`config.mk`:
```
export PLATFORM = sky130hd
export DESIGN_NAME = regfile_port_arbiter
export DESIGN_NICKNAME = d
export VERILOG_FILES = /design/src/rtl/regfile_arb_pkg.sv /design/src/rtl/regfile_port_arbiter_rr_pick2.sv /design/src/rtl/regfile_port_arbiter.sv
export SDC_FILE = /design/constraint.sdc
export NUM_CORES = 1
export LEC_CHECK = 0
export ABC_AREA = 0
export ABC_CLOCK_PERIOD_IN_PS = 2500
export CORE_ASPECT_RATIO = 1.2
export CORE_MARGIN = 5
export CORE_UTILIZATION = 35
export DETAILED_ROUTE_END_ITERATION = 7
export GPL_TIMING_DRIVEN = 0
export PLACE_DENSITY_LB_ADDON = 0.1
export SYNTH_ARGS = -nofsm -noshare
export SYNTH_HDL_FRONTEND = slang
export SYNTH_HIERARCHICAL = 1
export SYNTH_SLANG_ARGS = --single-unit
```
`constraint.sdc`:
```
create_clock -name clock -period 2.5 [get_ports clock]
set_input_delay 0.5 -clock clock [delete_from_list [all_inputs] [get_ports clock]]
set_output_delay 0.5 -clock clock [all_outputs]
set_load 0.02 [all_outputs]
```
`src/rtl/regfile_arb_pkg.sv`:
```
// regfile_arb_pkg
// Shared types for the register-file port arbiter.
//   rf_pointer_width : register address width used by the command struct
//   req_id_t         : requester id (0 = CPU core, 1 = debug/loader)
//   arb_state_t      : arbitration FSM states
//   cmd_t            : one accepted command as it travels down the pipeline
package regfile_arb_pkg;

    localparam int rf_pointer_width = 3;

    typedef logic req_id_t;

    typedef enum logic {
        ARB    = 1'b0,
        LOCKED = 1'b1
    } arb_state_t;

    typedef struct packed {
        logic                        write;
        logic                        imm;
        logic [rf_pointer_width-1:0] addr;
        logic [7:0]                  data;
        req_id_t                     id;
    } cmd_t;

endpackage

```
`src/rtl/regfile_port_arbiter_rr_pick2.sv`:
```
// rr_pick2
// Combinational two-way round-robin chooser.
//   valid      : requests from the two requesters
//   mask       : eligibility mask; a request whose mask bit is 0 is ignored
//   last_grant : id granted most recently; the other id wins a tie
//   grant      : one-hot grant (all zero when nothing eligible)
//   grant_id   : index of the granted requester (0 when nothing granted)
module rr_pick2
    import regfile_arb_pkg::*;
(
    input  logic [1:0] valid,
    input  logic [1:0] mask,
    input  req_id_t    last_grant,
    output logic [1:0] grant,
    output req_id_t    grant_id
);

    logic [1:0] eligible;

    assign eligible = valid & mask;

    always_comb begin
        grant    = 2'b00;
        grant_id = 1'b0;
        case (eligible)
            2'b01: begin
                grant    = 2'b01;
                grant_id = 1'b0;
            end
            2'b10: begin
                grant    = 2'b10;
                grant_id = 1'b1;
            end
            2'b11: begin
                grant_id = ~last_grant;
                grant    = last_grant ? 2'b01 : 2'b10;
            end
            default: begin
                grant    = 2'b00;
                grant_id = 1'b0;
            end
        endcase
    end

endmodule

```
`src/rtl/regfile_port_arbiter.sv`:
```
// regfile_port_arbiter
// Shares the single-port register file between the CPU core (requester 0)
// and the debug/loader port (requester 1). Round-robin arbitration with an
// optional lock for atomic read-modify-write, followed by a two-stage
// in-order pipeline: stage 1 drives the register file, stage 2 returns
// read data tagged with the requester id.
//   clock, reset       : system clock, asynchronous active-high reset
//   req_*              : per-requester command inputs, req_ready per requester
//   rsp_valid/id/data  : read response, one-cycle pulse, 2 cycles after accept
//   rf_*               : register file interface (owned entirely by this block)
//
// pointer_width must match regfile_arb_pkg::rf_pointer_width, which sizes the
// address field of the command struct.
//
// state  | meaning
// -------+---------------------------------------------------------------
// ARB    | round-robin between valid requesters, tie goes to ~last_grant
// LOCKED | only last_grant (the lock owner) may be accepted
module regfile_port_arbiter
    import regfile_arb_pkg::*;
#(
    parameter int pointer_width = rf_pointer_width
) (
    input  logic                          clock,
    input  logic                          reset,
    input  logic [1:0]                    req_valid,
    output logic [1:0]                    req_ready,
    input  logic [1:0]                    req_write,
    input  logic [1:0]                    req_lock,
    input  logic [1:0]                    req_imm,
    input  logic [1:0][pointer_width-1:0] req_addr,
    input  logic [1:0][7:0]               req_data,
    output logic                          rsp_valid,
    output logic                          rsp_id,
    output logic [7:0]                    rsp_data,
    output logic                          rf_write_enable,
    output logic [pointer_width-1:0]      rf_address,
    output logic [7:0]                    rf_data_in,
    output logic                          rf_is_immediate,
    input  logic [7:0]                    rf_data_out
);

    arb_state_t state;
    req_id_t    last_grant;
    logic [1:0] mask;
    logic [1:0] grant;
    req_id_t    grant_id;
    logic       accept;
    cmd_t       sel;
    logic       s1_read;
    req_id_t    s1_id;

    // While locked, last_grant is the owner, so it doubles as the lock owner.
    assign mask = (state == LOCKED) ? (last_grant ? 2'b10 : 2'b01) : 2'b11;

    rr_pick2 u_pick (
        .valid      (req_valid),
        .mask       (mask),
        .last_grant (last_grant),
        .grant      (grant),
        .grant_id   (grant_id)
    );

    assign req_ready = reset ? 2'b00 : grant;
    assign accept    = |req_ready;

    always_comb begin
        sel       = '0;
        sel.write = req_write[grant_id];
        sel.imm   = req_imm[grant_id];
        sel.addr  = req_addr[grant_id];
        sel.data  = req_data[grant_id];
        sel.id    = grant_id;
    end

    always_ff @(posedge clock or posedge reset) begin
        if (reset) begin
            state      <= ARB;
            last_grant <= 1'b1;
        end else begin
            case (state)
                ARB: begin
                    if (accept) begin
                        last_grant <= grant_id;
                        state      <= req_lock[grant_id] ? LOCKED : ARB;
                    end
                end
                LOCKED: begin
                    if (accept && !req_lock[grant_id]) begin
                        state <= ARB;
                    end
                end
                default: begin
                    state <= ARB;
                end
            endcase
        end
    end

    // Stage 1: registered register-file drive. Address/data/immediate hold
    // when idle; only the write enable is forced low.
    always_ff @(posedge clock or posedge reset) begin
        if (reset) begin
            rf_write_enable <= 1'b0;
            rf_address      <= '0;
            rf_data_in      <= '0;
            rf_is_immediate <= 1'b0;
            s1_read         <= 1'b0;
            s1_id           <= 1'b0;
        end else begin
            rf_write_enable <= accept && sel.write;
            s1_read         <= accept && !sel.write;
            if (accept) begin
                rf_address      <= sel.addr;
                rf_data_in      <= sel.data;
                rf_is_immediate <= sel.imm;
                s1_id           <= sel.id;
            end
        end
    end

    // Stage 2: capture read data at the edge that ends the stage-1 cycle.
    always_ff @(posedge clock or posedge reset) begin
        if (reset) begin
            rsp_valid <= 1'b0;
            rsp_id    <= 1'b0;
            rsp_data  <= '0;
        end else begin
            rsp_valid <= s1_read;
            if (s1_read) begin
                rsp_id   <= s1_id;
                rsp_data <= rf_data_out;
            end
        end
    end

endmodule

```
==> results by group <==
Clocking
  • Sink Count: 27
  • Post-CTS setup repair buffer count: 0
  • Clock Tree Root: clkbuf_8
  • CTS H-tree lvls: 1
  • Num CTS Buffers: 3
  • Clock Tree Buf Depth: 2
  • Hold Buf Count CTS: 0
  • Skew-Pair Late Insertion Delay: 0.26 ns
  • CTS clk-pin slew, worst paths: approximately 0.09 ns
  • CTS tree: yes

Setup path
  • Worst path slowest cell: dfstp_2
  • Critical path launch point type: flip-flop
  • CP cell instances: nand2b_1 -> nand2_1 -> a31oi_2 -> and2b_1 -> dlygate4sd2_1
  • CP Capture Type: primary output
  • CP delay by family, top: flip-flops
  • Worst stage delay on the critical path: between 0.5 and 0.6 ns
  • WP buf/inv: 1
  • Crit path max fanout: 6
  • Critical path type: flip-flop to primary output
  • Worst EP arrival: about 1.8 ns
  • Critical path required time: 2.00 ns

Die
  • Die extent in y: around 74 microns
  • Initial Util: 0.361
  • Die Footprint: 4720 sq um
  • Core footprint: 3340 sq um
  • Row count: 23
  • Die Width: approximately 64 microns
  • I/O pin cnt: 65

Finish
  • Most frequent cells in the layout: clkdlybuf4s50_1, dfrtp_1, nand2_1, mux2i_1, o21ai_0
  • Layout area overhead: 61.5%
  • Most common cell after layout, fill and taps aside: clkdlybuf4s50_1
  • N_diodes: 0
  • Utilization after layout: 0.582
  • Largest registers: rf_data_in (8), rsp_data (8), rf_address (3)
  • Layout net count: approximately 200
  • Fill count: a little under 300
  • Layout cells sized above 1: 0.145
  • Post-layout instance count excluding filler cells: 202

Global routing
  • Global Route Usage Sum: 0.118
  • Largest net degree at the start of global routing: 28
  • Total congestion overflow: 0
  • First-pass GRT wire length: approximately 4600 microns
  • Vias in the first global route: between 900 and 1000
  • Antenna violations before repair: 0

Detailed routing
  • Wire per inst: 13.3 microns
  • Vias per cell: about 4.8
  • Initial drt markers: 29
  • Post-route DRC: 0
  • Antenna Nets Post-Route: 0
  • Via count: 960
  • DRT Pass-1 Iters: 4
  • Total wire length: about 2700 microns

Hold path
  • HP Class: flip-flop to flip-flop

Pwr
  • Power Total: between 2 and 2.5 mW
  • Worst VDD drop: 0.000694 V
  • LEAKAGE: about 0.86 nW
  • Power density over cell area: around 1100 nW/um^2

STA
  • Worst slew margin: 0.337
  • Final Max Tran Viols: 0
  • Final setup viols: 0
  • Hold Slack: approximately 0.38 ns
  • Post-layout min period: between 2 and 2.5 ns
  • RSZ-0062 raised after global routing: no
  • Clock skew: between 0.004 and 0.005 ns
  • Fmax: ~0.44 GHz
  • Setup tns final: 0 ns
  • Fin crit share: 0.909
  • Final Hold Vio Count: 0
  • Worst Tran Pin Value: roughly 0.99 ns

Yosys
  • Count of different cell masters after synthesis: 18
  • Net Count, Synth: approximately 140
  • Yosys warning count: 6
  • Yosys reg bits: 27
  • Cells after synthesis: 97
  • Synth Area per Inst: about 12 sq um
  • Sequential element share of the synthesized area: 0.562
  • Netlist Area Pre-Place: 1200 sq um

Placed design
  • RePlAce Congestion: between 0.6 and 0.7
  • Hpwl dp: 2170 microns
  • IO buf count: 64
  • Cells after DPL: about 200

Run status
  • Status: finished clean

Job
  • Max-cap viol count: 0
==> through the flow <==
step                      area [sq um]  setup WS [ns]
after floorplan                   1200          0.773
after detailed placement          1890        -0.0822
after CTS                         1940        0.00511
final                             1940          0.228
after global placement            1890        -0.0715
after global routing              1940          0.112
==> layout make-up <==
type                            count  area (sq um)  area share
Multi-Input combinational cell     63           470       0.242
Sequential cell                    27           677       0.348
Inverter                            1          3.75     0.00193
Buffer                              6          58.8      0.0302
Timing Repair Buffer               64           642       0.330
Tap cell                           37          46.3      0.0238
Clock inverter                      1          5.00     0.00257
Clock buffer                        3          41.3      0.0212
==> path summary, 6_finish.rpt <==
check | from | endpoint | slack [ns] | cells past startpoint
hold / removal | s1_read | rsp_valid | 0.38 | 0
hold reg to reg | s1_read | rsp_valid | 0.38 | 0
setup / recovery | last_grant | req_ready[1] | 0.23 | 5
setup reg to reg | last_grant | s1_id | 0.71 | 6
min in group asynchronous | reset | rf_data_in[0] | 0.85 | 2
max in group asynchronous | reset | rsp_id | 1.05 | 2
==> metal layers <==
layer | vias up | global-route usage | routed length [microns]
met3 | 2 | 0.0287 | 166
met5 | - | 0 | 0
li1 | 470 | - | -
met2 | 36 | 0.211 | 1400
met1 | 452 | 0.143 | 1110
met4 | 0 | 0.0277 | 19
==> synth_stat cells <==
cell,count,area share
a31oi_1,2,0.010
and2b_1,1,0.0062
buf_2,2,0.0083
buf_6,3,0.028
buf_8,1,0.012
dfrtp_1,26,0.54
dfstp_2,1,0.022
inv_1,1,0.0031
mux2_2,10,0.094
mux2_4,1,0.012
mux2i_1,14,0.12
nand2_1,15,0.047
nand2b_1,1,0.0052
nor2_1,2,0.0062
nor2b_1,2,0.010
o211a_1,1,0.0083
o21ai_0,13,0.054
o21bai_4,1,0.016
==> where the power goes <==
part | internal [mW] | switching, mW
registers | 0.639 | 0.103
clock network | 0.111 | 0.123
logic | 0.577 | 0.508
==> cells by family (layout without fill, tap and decap cells) <==
group,count (synthesis),in the layout,synth area share
flops,27,27,0.562
mux,25,25,0.222
simple gates,21,21,0.0748
compound gates,17,17,0.0884
buf+inv,7,75,0.0520
==> worst reg2reg max path, delay by kind of cell (launching register included) <==
| kind | cells | cell delay (ns) |
|---|---|---|
| and+or+nand+nor | 2 | 0.21 |
| buffers and inverters | 1 | 0.16 |
| muxes | 1 | 0.30 |
| DFF | 1 | 0.58 |
| AOI/OAI and AO/OA | 2 | 0.43 |
==> repair_timing <==
item                       CTS  global route
gates cloned                 0             0
setup endpoints to repair    1             1
pin swaps                    0             0
gates resized for setup      2             1
(Power assumes the default switching activity.)
